### config.mk
export PLATFORM = sky130hd
export DESIGN_NAME = btn_event_ctrl
export DESIGN_NICKNAME = d
export VERILOG_FILES = /design/src/rtl/btn_evt_pkg.sv /design/src/rtl/btn_debounce_ch.sv /design/src/rtl/btn_event_ctrl.sv
export SDC_FILE = /design/constraint.sdc
export NUM_CORES = 1
export LEC_CHECK = 0
export ABC_AREA = 1
export BUFFER_PORTS_ARGS = -buffer_cell sky130_fd_sc_hd__buf_2
export CAP_MARGIN = 20
export CORE_AREA = 5 5 100 102
export DETAILED_ROUTE_END_ITERATION = 12
export DIE_AREA = 0 0 105 107
export MAX_ROUTING_LAYER = met4
export PLACE_DENSITY = 0.45
export SETUP_SLACK_MARGIN = 0.15
export SYNTH_ARGS = -nofsm -noshare
export SYNTH_HDL_FRONTEND = slang
export SYNTH_SLANG_ARGS = --single-unit
### constraint.sdc
create_clock -name clk -period 3 [get_ports clk]
set_input_delay 0.15 -clock clk [delete_from_list [all_inputs] [get_ports clk]]
set_output_delay 0.15 -clock clk [all_outputs]
set_load 0.02 [all_outputs]
### src/rtl/btn_evt_pkg.sv
// Shared types and constants for the button event controller.
package btn_evt_pkg;

    // Debounce channel state encoding, shared by every channel.
    typedef enum logic [1:0] {
        ST_IDLE          = 2'b00,
        ST_PRESS_CHECK   = 2'b01,
        ST_PRESSED       = 2'b10,
        ST_RELEASE_CHECK = 2'b11
    } ch_state_t;

    // Event type carried on evt_press / ptype.
    localparam logic EVT_PRESS   = 1'b1;
    localparam logic EVT_RELEASE = 1'b0;

    // True while the debounced button counts as held.
    function automatic logic state_is_held(input ch_state_t s);
        return (s == ST_PRESSED) || (s == ST_RELEASE_CHECK);
    endfunction

endpackage

### src/rtl/btn_debounce_ch.sv
// One debounce channel: advances on the shared sample tick, reports the
// debounced level and a one-cycle event strobe when a press or release is
// confirmed. The FSM state is kept in the named register 'state'.
module btn_debounce_ch
    import btn_evt_pkg::*;
#(
    parameter int STABLE_CNT = 4
) (
    input  logic clk,
    input  logic rst,
    input  logic tick,
    input  logic bs,
    output logic level,
    output logic evt_stb,
    output logic evt_type
);

    localparam int CW = $clog2(STABLE_CNT + 1);
    // cnt + 1 == STABLE_CNT is the same test as cnt == STABLE_CNT - 1
    localparam logic [CW-1:0] CNT_LAST = CW'(STABLE_CNT - 1);

    ch_state_t       state;
    logic [CW-1:0]   cnt;
    logic            press_done;
    logic            release_done;

    // Debounce FSM and agreeing-sample counter, advanced only on tick.
    always_ff @(posedge clk) begin
        if (rst) begin
            state <= ST_IDLE;
            cnt   <= '0;
        end else if (tick) begin
            case (state)
                ST_IDLE: begin
                    if (!bs) begin
                        state <= ST_PRESS_CHECK;
                        cnt   <= CW'(1);
                    end
                end
                ST_PRESS_CHECK: begin
                    if (bs) begin
                        state <= ST_IDLE;
                        cnt   <= '0;
                    end else if (cnt == CNT_LAST) begin
                        state <= ST_PRESSED;
                        cnt   <= '0;
                    end else begin
                        cnt <= cnt + CW'(1);
                    end
                end
                ST_PRESSED: begin
                    if (bs) begin
                        state <= ST_RELEASE_CHECK;
                        cnt   <= CW'(1);
                    end
                end
                ST_RELEASE_CHECK: begin
                    if (!bs) begin
                        state <= ST_PRESSED;
                        cnt   <= '0;
                    end else if (cnt == CNT_LAST) begin
                        state <= ST_IDLE;
                        cnt   <= '0;
                    end else begin
                        cnt <= cnt + CW'(1);
                    end
                end
                default: begin
                    state <= ST_IDLE;
                    cnt   <= '0;
                end
            endcase
        end
    end

    // The strobe is decoded from the transition condition so the pending
    // store latches it on the very edge where the state changes.
    assign press_done   = tick && (state == ST_PRESS_CHECK) && !bs && (cnt == CNT_LAST);
    assign release_done = tick && (state == ST_RELEASE_CHECK) && bs && (cnt == CNT_LAST);

    assign evt_stb  = press_done || release_done;
    assign evt_type = press_done ? EVT_PRESS : EVT_RELEASE;
    assign level    = state_is_held(state);

endmodule

### src/rtl/btn_event_ctrl.sv
// Debounce controller and event scheduler for active-low push-buttons.
// Holds the input synchronisers, sample prescaler, per-channel pending
// store, round-robin arbiter and the registered event output slot.
//
// Event port handshake: an event transfers on a rising clk edge where
// evt_valid and evt_ready are both 1. Once evt_valid is raised it stays
// high, with evt_id/evt_press unchanged, until that transfer happens;
// evt_ready may be driven independently of evt_valid.
module btn_event_ctrl
    import btn_evt_pkg::*;
#(
    parameter int N_BTN      = 4,
    parameter int TICK_DIV   = 1000,
    parameter int STABLE_CNT = 4
) (
    input  logic                       clk,
    input  logic                       rst,
    input  logic [N_BTN-1:0]           btn,
    output logic [N_BTN-1:0]           level,
    output logic                       evt_valid,
    input  logic                       evt_ready,
    output logic [$clog2(N_BTN)-1:0]   evt_id,
    output logic                       evt_press,
    output logic                       overrun
);

    localparam int ID_W = $clog2(N_BTN);
    localparam int PW   = $clog2(TICK_DIV);
    localparam logic [PW-1:0]   PCNT_LAST = PW'(TICK_DIV - 1);
    localparam logic [ID_W-1:0] ID_LAST   = ID_W'(N_BTN - 1);

    logic [N_BTN-1:0] sync1;
    logic [N_BTN-1:0] bs;
    logic [PW-1:0]    pcnt;
    logic             tick;
    logic [N_BTN-1:0] evt_stb;
    logic [N_BTN-1:0] evt_type;
    logic [N_BTN-1:0] pend;
    logic [N_BTN-1:0] ptype;
    logic [ID_W-1:0]  rr_ptr;
    logic [ID_W-1:0]  sel;
    logic [ID_W-1:0]  scan_idx;
    logic             found;
    logic             load;
    logic             take;

    // Two-flop synchroniser; resets to the released (high) level.
    always_ff @(posedge clk) begin
        if (rst) begin
            sync1 <= '1;
            bs    <= '1;
        end else begin
            sync1 <= btn;
            bs    <= sync1;
        end
    end

    // Free-running prescaler; tick marks its last count.
    always_ff @(posedge clk) begin
        if (rst) begin
            pcnt <= '0;
        end else if (pcnt == PCNT_LAST) begin
            pcnt <= '0;
        end else begin
            pcnt <= pcnt + PW'(1);
        end
    end

    assign tick = (pcnt == PCNT_LAST);

    for (genvar i = 0; i < N_BTN; i++) begin : g_ch
        btn_debounce_ch #(
            .STABLE_CNT(STABLE_CNT)
        ) u_ch (
            .clk      (clk),
            .rst      (rst),
            .tick     (tick),
            .bs       (bs[i]),
            .level    (level[i]),
            .evt_stb  (evt_stb[i]),
            .evt_type (evt_type[i])
        );
    end

    // Round-robin scan: first pending channel at or after rr_ptr, wrapping.
    always_comb begin
        found    = 1'b0;
        sel      = '0;
        scan_idx = '0;
        for (int off = 0; off < N_BTN; off++) begin
            scan_idx = ID_W'((int'(rr_ptr) + off) % N_BTN);
            if (!found && pend[scan_idx]) begin
                found = 1'b1;
                sel   = scan_idx;
            end
        end
    end

    // The slot reloads whenever it is empty or its event is being taken.
    assign load = !evt_valid || evt_ready;
    assign take = load && found;

    // Pending store: a new event always wins over the clear from a load,
    // so on a same-cycle set/load the old event leaves and the new one stays.
    always_ff @(posedge clk) begin
        if (rst) begin
            pend  <= '0;
            ptype <= '0;
        end else begin
            for (int i = 0; i < N_BTN; i++) begin
                if (evt_stb[i]) begin
                    pend[i]  <= 1'b1;
                    ptype[i] <= evt_type[i];
                end else if (take && (sel == ID_W'(i))) begin
                    pend[i] <= 1'b0;
                end
            end
        end
    end

    // Sticky overrun: an unread pending event was overwritten.
    always_ff @(posedge clk) begin
        if (rst) begin
            overrun <= 1'b0;
        end else begin
            for (int i = 0; i < N_BTN; i++) begin
                if (evt_stb[i] && pend[i] && !(take && (sel == ID_W'(i)))) begin
                    overrun <= 1'b1;
                end
            end
        end
    end

    // Output slot and round-robin pointer; contents only change on a load.
    always_ff @(posedge clk) begin
        if (rst) begin
            evt_valid <= 1'b0;
            evt_id    <= '0;
            evt_press <= 1'b0;
            rr_ptr    <= '0;
        end else if (load) begin
            evt_valid <= found;
            if (found) begin
                evt_id    <= sel;
                evt_press <= ptype[sel];
                rr_ptr    <= (sel == ID_LAST) ? '0 : sel + ID_W'(1);
            end
        end
    end

endmodule
==> results.json, run 1 <==
{
  "p_leak_nw": 1.19,
  "tritoncts": "done",
  "final_stage_net_count": 386,
  "worst_ep_required_time_ns": 3.19,
  "synth_area_per_cell_sq_um": 7.32,
  "average_wire_per_standard_cell_um": 11.2,
  "cts_root_buffer": "sky130_fd_sc_hd__clkbuf_8",
  "slew_margin_rel_pct": 68.1,
  "min_period_ns": 2.25,
  "period_share_pct": 75.0,
  "via_count_of_the_first_global_routing_pass": 2084,
  "crit_path_max_fo": 12,
  "detailroute.via_count": 2133,
  "sequential_area_share_after_synthesis_pct": 40.3,
  "grt_pass1_wl_um": 9630,
  "status": "complete, no violations",
  "stdcell_area_sq_um": 2870,
  "initial_core_util_pct": 29.2,
  "final.setup_skew_ns": 0.00432,
  "place.detailed.hpwl_um": 4030,
  "io_buffers": 15,
  "seqPwrFrac_pct": 42.3,
  "placedCellCount": 474,
  "ctsHtreeMaxLevel": 2,
  "area_growth_syn_to_layout_pct": 8.83,
  "core_sq_um": 9020,
  "number_of_flops_mapped_to_enable_cells_by_yosys": 0,
  "vias_per_cell": 4.43,
  "clock_tree_buf_depth": 2,
  "die_w_um": 105,
  "p_sw_w": 0.000729,
  "classification_of_the_worst_slack_hold_path": "primary input to flop",
  "synthDistinctLibCells": 34,
  "routed-wl-met2_um": 2400,
  "power.density_cell_area_nw_per_um2": 645,
  "drc_violations": 0,
  "power_report.internal_total_w": 0.00112,
  "design.portCount": 16,
  "number_of_cells_produced_by_synthesis": 360,
  "placementRows": 35,
  "die_h_um": 107,
  "post-cts-setup-buffer-count": 0,
  "worstPathArrival_ns": 2.44,
  "drt.antenna.violating_nets": 0,
  "drive_gt1_share_pct": 15.9,
  "crit_path_end_kind": "flop",
  "met1Wirelength_um": 2780,
  "synthArstFlopShare_pct": 0,
  "timing.fmax_mhz": 444,
  "seqCellArea_sq_um": 1060,
  "die_area_sq_um": 11200,
  "drc_violation_total_after_the_first_tritonroute_iteration": 75,
  "rsz0062_at_grt": "no",
  "postSynth.topFlopCell": "sky130_fd_sc_hd__dfxtp_1",
  "number_of_endpoints_with_negative_hold_slack_in_the_final_report": 0,
  "tightestPinTransition_ns": 0.474,
  "post_dp_cell_area_sq_um": 2790,
  "report.final.slew_viol_count": 0,
  "gpl.final_weighted_congestion": 0.873,
  "highest_layer": "met4",
  "clock_insertion_delay_at_the_later_pin_of_the_skew_report_ns": 0.30,
  "timing_worst_setup_path_type": "flop to flop",
  "antenna_violations_before_repair": 0,
  "combined_area_of_the_multi_input_logic_cells_sq_um": 1330,
  "worstSetupStartpointType": "flop",
  "cts_hold_repair.buffers": 0,
  "synth_cell_area_sq_um": 2640,
  "numClockSinks": 53,
  "postRouteWirelength_um": 5390,
  "num_antenna_cells": 0,
  "cts_resized": 0,
  "pwr-share-comb_pct": 36.3,
  "report.final.setup_viol": 0,
  "postSynthNetCount": 376,
  "irDropWorstVdd_uv": 248,
  "dr.pass1.iters": 4,
  "synth_warnings": 0,
  "ys_seq_elements": 53,
  "groute.usage.overall_pct": 10.5,
  "fin_setup_tns_ns": 0,
  "switching_share_pct": 39.4,
  "wl_met3_um": 121,
  "layout.cells.non_filler": 482,
  "cts.clk_slew.worst_paths_ns": 0.10,
  "maximum_number_of_pins_on_one_net_before_global_route_repair": 35,
  "fillerInstances": 975,
  "pwr-share-clk_pct": 21.3,
  "max_cap_viol_count": 0,
  "globalRouteOverflowTotal": 0,
  "cts_made_buffers": 5
}
[sequential cells by signal, summed over array words and instances (netlist names), named ones only]
signal,flops
g_ch.u_ch.state,4
overrun,1
rr_ptr,2
evt_id,2
pend,4
pcnt,10
evt_valid,1
g_ch.u_ch.cnt,12
sync1,4
ptype,4
bs,4
evt_press,1
[worst paths after layout]
kind	endpoint	slack (ns)	from	cells after the start
worst max-delay path	overrun	0.75	rr_ptr[0]	16
worst min-delay path	sync1[0]	0.02	btn[0]	2
worst min register to register	bs[1]	0.41	sync1[1]	1
worst max register to register	overrun	0.75	rr_ptr[0]	16
[stage by stage]
step / hold slack, ns / power [W] / setup WS, ns / utilization, %
4_1_cts: 0.0152 / 0.00188 / 0.734 / 31.8
6_report: 0.0246 / 0.00185 / 0.750 / 31.8
5_1_grt: 0.00589 / 0.00202 / 0.439 / 31.8
3_3_place_gp: 0.332 / 0.00149 / 0.826 / 30.9
2_1_floorplan: 0.254 / 0.00135 / 1.21 / -
3_5_place_dp: 0.336 / 0.00148 / 0.752 / 30.9
[power groups by stage]
stage	clock (W)	combinational (W)	sequential [W]
after detailed placement	0	0.000683	0.000800
after global placement	0	0.000686	0.000799
after CTS	0.000415	0.000687	0.000783
final	0.000395	0.000672	0.000783
after floorplan	0	0.000542	0.000803
after global routing	0.000446	0.000780	0.000792
[worst max-delay path, cell delays in order (launching register included)]
cell and delay, ns:
sky130_fd_sc_hd__dfxtp_1 0.62, sky130_fd_sc_hd__inv_2 0.15, sky130_fd_sc_hd__nand2_1 0.09, sky130_fd_sc_hd__nand2_1 0.10
sky130_fd_sc_hd__nand2_1 0.11, sky130_fd_sc_hd__nand2_2 0.09, sky130_fd_sc_hd__nor2_8 0.11, sky130_fd_sc_hd__nand3_2 0.10
sky130_fd_sc_hd__nand2_2 0.08, sky130_fd_sc_hd__nand2_2 0.08, sky130_fd_sc_hd__inv_2 0.10, sky130_fd_sc_hd__ha_1 0.15
sky130_fd_sc_hd__nand3_1 0.10, sky130_fd_sc_hd__nand3_1 0.08, sky130_fd_sc_hd__nand3_1 0.07, sky130_fd_sc_hd__nor2_1 0.08
sky130_fd_sc_hd__nor2_1 0.04
[cell usage after synthesis (2+ instances only)]
master                      n  area [sq um]
sky130_fd_sc_hd__or2_2     11          68.8
sky130_fd_sc_hd__o21ai_0    8          40.0
sky130_fd_sc_hd__nor4_1     2          12.5
sky130_fd_sc_hd__nor3b_1    2          15.0
sky130_fd_sc_hd__nand3_2    5          50.1
sky130_fd_sc_hd__a21oi_2    2          17.5
sky130_fd_sc_hd__nor2_1    55           206
sky130_fd_sc_hd__xor2_1     5          43.8
sky130_fd_sc_hd__nor3_1     5          25.0
sky130_fd_sc_hd__nand3_1   17          85.1
sky130_fd_sc_hd__a211oi_1   8          60.1
sky130_fd_sc_hd__a21oi_1   23           115
sky130_fd_sc_hd__nand4_1    5          31.3
sky130_fd_sc_hd__dfxtp_1   53          1060
sky130_fd_sc_hd__inv_2      3          11.3
sky130_fd_sc_hd__nand2_1   71           267
sky130_fd_sc_hd__inv_1     41           154
sky130_fd_sc_hd__ha_1       9           113
sky130_fd_sc_hd__clkbuf_1   8          30.0
sky130_fd_sc_hd__buf_4      4          30.0
sky130_fd_sc_hd__nand2_4    3          33.8
sky130_fd_sc_hd__a311oi_1   2          17.5
sky130_fd_sc_hd__nand2_2    7          43.8
[per-layer routing]
metal  track usage [%]  vias to the layer above
met3              1.81                       10
li1                  -                     1164
met2              17.3                       26
met5                 -                        -
met4              3.01                        0
met1              13.3                      933
[layout make-up]
cell class,instances,share of cell area (%)
Multi-Input combinational cell,249,46.4
Sequential cell,53,37.0
Inverter,45,5.98
Tap cell,111,4.84
Timing Repair Buffer,16,2.88
Clock buffer,6,2.53
Clock inverter,2,0.349
[placed cells by master (no fill, tap or decap), drive strengths merged]
cell and count:
nand2 81, nor2 56, dfxtp 53, inv 45, a21oi 25, nand3 22, buf 16, or2 11
ha 9, o21ai 9, a211oi 8, nor3 6, clkbuf 6, nand4 5, xor2 5, nor3b 2
a311oi 2, nor4 2, clkinv 2, nand3b 2, a31oi 1, o21bai 1, xnor2 1, or3 1
[logic make-up (layout without fill, tap and decap cells)]
group / Yosys count / count (layout) / synth area share, %
AND/OR/NAND/NOR: 188 / 188 / 33.9
buffers and inverters: 58 / 69 / 9.21
flip-flops: 53 / 53 / 40.3
AO/OA/AOI/OAI: 46 / 46 / 10.4
adder cells (fa/ha/maj): 9 / 9 / 4.27
XOR/XNOR: 6 / 6 / 1.99
Note: power is estimated with default switching activity, not from simulation.
==> inputs of run 2 (changes only) <==
--- a/config.mk
+++ b/config.mk
@@ -12,7 +12,7 @@
 export DETAILED_ROUTE_END_ITERATION = 12
 export DIE_AREA = 0 0 105 107
 export MAX_ROUTING_LAYER = met4
-export PLACE_DENSITY = 0.45
+export PLACE_DENSITY = 0.46
 export SETUP_SLACK_MARGIN = 0.15
 export SYNTH_ARGS = -nofsm -noshare
 export SYNTH_HDL_FRONTEND = slang
==> constraint.sdc (replaced) <==
create_clock -name clk -period 2 [get_ports clk]
set_input_delay 0.1 -clock clk [delete_from_list [all_inputs] [get_ports clk]]
set_output_delay 0.1 -clock clk [all_outputs]
set_load 0.02 [all_outputs]
==> run 2 against run 1 <==
  * Register-to-register slack worse by 0.61 ns
  * Maximum frequency rose by 21%
  * Via count rose by 4.5%
  * Utilization is 5.3 points higher
  * Setup slack worse by 0.61 ns
  * Cell count up 3.5%
  * Clock-buffer cell count increased by 1
  * Clock skew up 0.0023 ns
  * Total power rose by 100%
  * Largest cell class unchanged
  * Largest power group is now combinational logic
==> results.json, run 2 (synthesized netlist as in run 1, its figures left out) <==
{
  "status": "complete, no violations",
  "placedCellCount": 478,
  "die_area_sq_um": 11200,
  "drt.antenna.violating_nets": 0,
  "endpoint": "overrun",
  "die_w_um": 105,
  "post_dp_cell_area_sq_um": 2820,
  "drive_gt1_share_pct": 29.1,
  "area_growth_syn_to_layout_pct": 26.9,
  "worstPathArrival_ns": 2.05,
  "mostFrequentLayoutCell": "sky130_fd_sc_hd__nand2_1",
  "pwr-share-comb_pct": 51.9,
  "grtUsageMet3_pct": 1.87,
  "final_stage_net_count": 404,
  "number_of_endpoints_with_negative_hold_slack_in_the_final_report": 0,
  "report.final.setup_viol": 0,
  "p_leak_nw": 1.39,
  "largestRegisters": "g_ch.u_ch.cnt x12, pcnt x10",
  "io_buffers": 15,
  "rsz0062_at_grt": "yes",
  "globalRouteMet2Util_pct": 17.3,
  "tritoncts": "done",
  "vias_per_cell": 4.47,
  "worst_ep_required_time_ns": 2.19,
  "switching_share_pct": 41.1,
  "irDropWorstVdd_uv": 427,
  "power_report.internal_total_w": 0.00217,
  "dr.pass1.iters": 4,
  "average_wire_per_standard_cell_um": 11.5,
  "met1_track_demand_over_resource_in_global_routing_pct": 13.0,
  "drc_violations": 0,
  "top_register": "g_ch.u_ch.cnt",
  "grt_most_used_layer": "met2",
  "antenna_violations_before_repair": 0,
  "gpl.final_weighted_congestion": 0.792,
  "report.final.slew_viol_count": 0,
  "via_count_of_the_first_global_routing_pass": 2088,
  "globalRouteOverflowTotal": 0,
  "crit_path_max_fo": 8,
  "crit_path_end_kind": "flop",
  "worstSetupStartpoint": "rr_ptr[0]",
  "crit_reg_reg_endpoint": "overrun",
  "clock_tree_buf_depth": 2,
  "initial_core_util_pct": 29.2,
  "placementRows": 35,
  "timing.fmax_mhz": 537,
  "die_h_um": 107,
  "maximum_number_of_pins_on_one_net_before_global_route_repair": 26,
  "pwr-share-clk_pct": 16.5,
  "hold_ws_ns": 0.116,
  "fillerInstances": 957,
  "timing_worst_setup_path_type": "flop to flop",
  "p_sw_w": 0.00152,
  "ctsHtreeMaxLevel": 2,
  "worstSetupStartpointType": "flop",
  "place.detailed.hpwl_um": 4090,
  "design_power_total_w": 0.00369,
  "groute.usage.overall_pct": 10.5,
  "slew_margin_rel_pct": 76.6,
  "clock_insertion_delay_at_the_later_pin_of_the_skew_report_ns": 0.30,
  "drc_violation_total_after_the_first_tritonroute_iteration": 66,
  "num_antenna_cells": 0,
  "stdcell_area_sq_um": 3340,
  "cts_root_buffer": "sky130_fd_sc_hd__clkbuf_8",
  "numClockSinks": 53,
  "grt_pass1_wl_um": 9540,
  "max_cap_viol_count": 0,
  "seqPwrFrac_pct": 31.6,
  "layout.cells.non_filler": 499,
  "timing.reg2reg.worst_path_depth": 15,
  "cts_made_buffers": 5,
  "classification_of_the_worst_slack_hold_path": "primary input to flop",
  "power.density_cell_area_nw_per_um2": 1100,
  "timing.reg2reg.setup_slack_ns": 0.14,
  "core_sq_um": 9020,
  "detailroute.via_count": 2229,
  "min_period_ns": 1.86,
  "largest_reg_flops": 12,
  "fin_setup_tns_ns": 0,
  "final.setup_skew_ns": 0.00664,
  "tightestPinTransition_ns": 0.350,
  "design.portCount": 16,
  "worstReg2RegStart": "rr_ptr[0]",
  "layout_common_cells": "55 x sky130_fd_sc_hd__nand2_1, 51 x sky130_fd_sc_hd__nor2_1, 48 x sky130_fd_sc_hd__dfxtp_1",
  "cts.clk_slew.worst_paths_ns": 0.09,
  "period_share_pct": 93.2,
  "postRouteWirelength_um": 5740
}
-- run 2: layout make-up --
cell class / count / area [sq um] / share of cell area (%)
clock buffer: 7 / 86.3 / 2.58
timing repair buffer: 34 / 240 / 7.18
inverter: 45 / 184 / 5.50
sequential: 53 / 1070 / 32.0
multi-input combinational: 249 / 1630 / 48.6
tap: 111 / 139 / 4.15
-- run 2: power groups by stage --
stage,combinational (W),sequential [W],clock [W]
after floorplan,0.000813,0.00120,0
after global placement,0.00106,0.00117,0
after detailed placement,0.00107,0.00117,0
after CTS,0.00142,0.00116,0.000645
after global routing,0.00207,0.00118,0.000687
final,0.00192,0.00117,0.000609
-- run 2: worst min-delay path by stage --
stage                    end  cells past startpoint  slack, ns    from
finish              ptype[3]                      2       0.12     rst
global route         pend[3]                      2       0.13     rst
CTS                 ptype[3]                      2       0.11     rst
detailed placement  sync1[1]                      2       0.29  btn[1]
global placement    sync1[0]                      2       0.29  btn[0]
floorplan           sync1[0]                      1       0.20  btn[0]
-- run 2: stage by stage --
stage / setup WS (ns) / util, %
floorplan: 0.210 / -
global placement: 0.0296 / 31.2
detailed placement: -0.00396 / 31.2
CTS: 0.116 / 34.4
global route: 0.0241 / 37.1
finish: 0.137 / 37.1
-- run 2: per-layer routing --
layer | routed length, um | part of all wire (%) | vias up
met2 | 2740 | 48 | 14
met3 | 95 | 1.7 | 6
met1 | 2830 | 49 | 1004
met4 | 62 | 1.1 | 0
met5 | 0 | 0 | -
li1 | - | - | 1205
-- run 2: critical path: stages (launching register included) --
cell and delay (ns):
sky130_fd_sc_hd__dfxtp_4 0.40, sky130_fd_sc_hd__buf_12 0.15, sky130_fd_sc_hd__nand2_4 0.06, sky130_fd_sc_hd__nand3_4 0.08
sky130_fd_sc_hd__nand2_4 0.08, sky130_fd_sc_hd__nor2_8 0.15, sky130_fd_sc_hd__nand3_4 0.11, sky130_fd_sc_hd__nand3_4 0.11
sky130_fd_sc_hd__nand2_4 0.08, sky130_fd_sc_hd__inv_4 0.09, sky130_fd_sc_hd__ha_4 0.14, sky130_fd_sc_hd__nand3_4 0.07
sky130_fd_sc_hd__nand3_2 0.08, sky130_fd_sc_hd__nand3_2 0.05, sky130_fd_sc_hd__nor2_1 0.08, sky130_fd_sc_hd__nor2_1 0.04
-- run 2: what timing repair did --
action | 4_1_cts | 5_1_grt
endpoints found under the setup margin | 6 | 22
buffers inserted | 7 | 3
hold endpoints to repair | 4 | 0
hold buffers | 4 | 0
pin swaps | 11 | 20
resized for setup | 31 | 47
cloned | 0 | 0
==> inputs of run 3 (changes only) <==
--- a/config.mk
+++ b/config.mk
@@ -8,11 +8,11 @@
 export ABC_AREA = 1
 export BUFFER_PORTS_ARGS = -buffer_cell sky130_fd_sc_hd__buf_2
 export CAP_MARGIN = 20
-export CORE_AREA = 5 5 100 102
+export CORE_AREA = 5 5 104 106
 export DETAILED_ROUTE_END_ITERATION = 12
-export DIE_AREA = 0 0 105 107
+export DIE_AREA = 0 0 109 111
 export MAX_ROUTING_LAYER = met4
-export PLACE_DENSITY = 0.46
+export PLACE_DENSITY = 0.43
 export SETUP_SLACK_MARGIN = 0.15
 export SYNTH_ARGS = -nofsm -noshare
 export SYNTH_HDL_FRONTEND = slang
==> run 3 against run 2 <==
  * Sequential power hardly changed
  * Utilization is 2.5 points lower
  * Setup slack worse by 0.086 ns
  * First-iteration DRC count is 42% higher
  * Die area is 7.7% higher
  * Worst hold slack better by 0.034 ns
  * Clock skew is 0.00072 ns higher
  * Maximum frequency is 4.4% lower
  * Cell area is 0.22% higher
  * Cell count is 5.2% higher
  * Highest routed layer unchanged
==> results.json, run 3 (synthesized netlist as in run 1, its figures left out) <==
{
  "status": "complete, no violations",
  "crit_path_max_fo": 7,
  "crit_path_end_kind": "flop",
  "largestRegisters": "g_ch.u_ch.cnt x12, pcnt x10",
  "crit_slowest_cell": "sky130_fd_sc_hd__dfxtp_4",
  "classification_of_the_worst_slack_hold_path": "primary input to flop",
  "drc_violation_total_after_the_first_tritonroute_iteration": 94,
  "report.final.setup_viol": 0,
  "wl_met3_um": 155,
  "number_of_endpoints_with_negative_hold_slack_in_the_final_report": 0,
  "cts_made_buffers": 5,
  "worstPathArrival_ns": 2.14,
  "power.density_cell_area_nw_per_um2": 1090,
  "pwr-share-clk_pct": 19.5,
  "drc_violations": 0,
  "stdcell_area_sq_um": 3350,
  "top_register": "g_ch.u_ch.cnt",
  "fillerInstances": 1035,
  "gpl.final_weighted_congestion": 0.762,
  "critical-path-top-delay-family": "simple AND/OR/NAND/NOR gates",
  "maximum_number_of_pins_on_one_net_before_global_route_repair": 35,
  "critPathMostFrequentCell": "sky130_fd_sc_hd__nand2_4",
  "tritoncts": "done",
  "clock_insertion_delay_at_the_later_pin_of_the_skew_report_ns": 0.30,
  "largest_reg_flops": 12,
  "detailroute.via_count": 2281,
  "p_leak_nw": 1.36,
  "max_cap_viol_count": 0,
  "routed-wl-met2_um": 2860,
  "layout_common_cells": "58 x sky130_fd_sc_hd__nand2_1, 50 x sky130_fd_sc_hd__nor2_1, 48 x sky130_fd_sc_hd__dfxtp_1",
  "clock_tree_buf_depth": 2,
  "cts.clk_slew.worst_paths_ns": 0.09,
  "die_area_sq_um": 12100,
  "worst_ep_required_time_ns": 2.19,
  "numClockSinks": 53,
  "average_wire_per_standard_cell_um": 11.3,
  "final_stage_net_count": 408,
  "design_power_total_w": 0.00364,
  "met1Wirelength_um": 2810,
  "report.final.slew_viol_count": 0,
  "worstSetupStartpointType": "flop",
  "irDropWorstVdd_uv": 404,
  "vias_per_cell": 4.34,
  "post_dp_cell_area_sq_um": 2850,
  "antenna_violations_before_repair": 0,
  "max_stage_delay_ns": 0.39,
  "cell_chain_critical_path": "buf_8 > buf_12 > nand2_4 > nand3_4 > nand2_4 > nor2_8 > nand3_4 > nand2_2 > nand2_4 > inv_4 > ha_2 > nand2_2 > nand3b_1 > nand2_1 > nor2_2 > nor2_1",
  "rsz0062_at_grt": "yes",
  "cts_root_buffer": "sky130_fd_sc_hd__clkbuf_8",
  "groute.usage.overall_pct": 10.4,
  "postRouteWirelength_um": 5920,
  "ctsHtreeMaxLevel": 2,
  "p_sw_w": 0.00145,
  "grt_pass1_wl_um": 10000,
  "timing.fmax_mhz": 513,
  "min_period_ns": 1.95,
  "hold_ws_ns": 0.150,
  "num_antenna_cells": 0,
  "place.detailed.hpwl_um": 4080,
  "area_growth_syn_to_layout_pct": 27.2,
  "switching_share_pct": 39.7,
  "die_h_um": 111,
  "pwr-share-comb_pct": 48.5,
  "crit_buf_inv": 3,
  "core_sq_um": 9680,
  "io_buffers": 15,
  "power_report.internal_total_w": 0.00220,
  "seqPwrFrac_pct": 32.0,
  "timing_worst_setup_path_type": "flop to flop",
  "placementRows": 36,
  "dr.pass1.iters": 4,
  "highest_layer": "met4",
  "design.portCount": 16,
  "fin_setup_tns_ns": 0,
  "via_count_of_the_first_global_routing_pass": 2173,
  "drive_gt1_share_pct": 30.1,
  "period_share_pct": 97.5,
  "slew_margin_rel_pct": 74.7,
  "initial_core_util_pct": 27.2,
  "drt.antenna.violating_nets": 0,
  "mostFrequentLayoutCell": "sky130_fd_sc_hd__nand2_1",
  "final.setup_skew_ns": 0.00736,
  "globalRouteOverflowTotal": 0,
  "tightestPinTransition_ns": 0.380,
  "die_w_um": 109
}
[run 3: cell count changes in the layout (fill, tap and decap cells not counted), sizes merged]
cell    previous run  this run
clkbuf             7         5
bufinv             0         1
buf               30        34
clkinv             0         1
[run 3: layout make-up]
class | count | area (sq um) | area share, %
multi-input combinational | 249 | 1550 | 46.2
sequential | 53 | 1070 | 31.9
timing repair buffer | 38 | 285 | 8.51
inverter | 45 | 179 | 5.34
tap | 133 | 166 | 4.96
clock buffer | 5 | 68.8 | 2.05
clock inverter | 2 | 35.0 | 1.05
[run 3: path summary, 6_finish.rpt]
path | end | cells after the start | slack (ns) | startpoint
setup / recovery | overrun | 16 | 0.05 | rr_ptr[0]
hold reg to reg | bs[1] | 1 | 0.42 | sync1[1]
setup reg to reg | overrun | 16 | 0.05 | rr_ptr[0]
hold / removal | evt_valid | 4 | 0.15 | evt_ready
[run 3: timing repair]
action	in CTS	in global routing
gates resized for setup	25	40
endpoints found under the hold margin	4	0
pin swaps	12	13
setup endpoints to repair	7	20
setup buffers	5	8
hold buffers	4	0
[run 3: through the flow]
step	cells	util (%)	setup WS (ns)
after CTS	517	32.4	0.114
after floorplan	360	-	0.210
after global placement	501	29.4	0.0552
after global routing	525	34.6	-0.110
after detailed placement	501	29.4	0.00755
final	525	34.6	0.0504
[run 3: power groups by stage]
| stage | clock network (W) | registers (W) | logic, W |
|---|---|---|---|
| 2_1_floorplan | 0 | 0.00120 | 0.000813 |
| 3_3_place_gp | 0 | 0.00118 | 0.00112 |
| 3_5_place_dp | 0 | 0.00118 | 0.00112 |
| 4_1_cts | 0.000747 | 0.00116 | 0.00140 |
| 5_1_grt | 0.000799 | 0.00117 | 0.00193 |
| 6_report | 0.000712 | 0.00116 | 0.00177 |
[run 3: worst register-to-register path, cell delays in order, from the launching register on]
cell                       delay, ns
sky130_fd_sc_hd__dfxtp_4        0.39
sky130_fd_sc_hd__buf_8          0.14
sky130_fd_sc_hd__buf_12         0.11
sky130_fd_sc_hd__nand2_4        0.05
sky130_fd_sc_hd__nand3_4        0.09
sky130_fd_sc_hd__nand2_4        0.08
sky130_fd_sc_hd__nor2_8         0.13
sky130_fd_sc_hd__nand3_4        0.09
sky130_fd_sc_hd__nand2_2        0.10
sky130_fd_sc_hd__nand2_4        0.08
sky130_fd_sc_hd__inv_4          0.09
sky130_fd_sc_hd__ha_2           0.19
sky130_fd_sc_hd__nand2_2        0.06
sky130_fd_sc_hd__nand3b_1       0.07
sky130_fd_sc_hd__nand2_1        0.07
sky130_fd_sc_hd__nor2_2         0.08
sky130_fd_sc_hd__nor2_1         0.04
[run 3: layer usage]
| metal | vias to the layer above | track usage [%] |
|---|---|---|
| met5 | - | - |
| met4 | 0 | 3.03 |
| met3 | 10 | 2.15 |
| met2 | 31 | 16.3 |
| met1 | 1029 | 13.5 |
| li1 | 1211 | - |
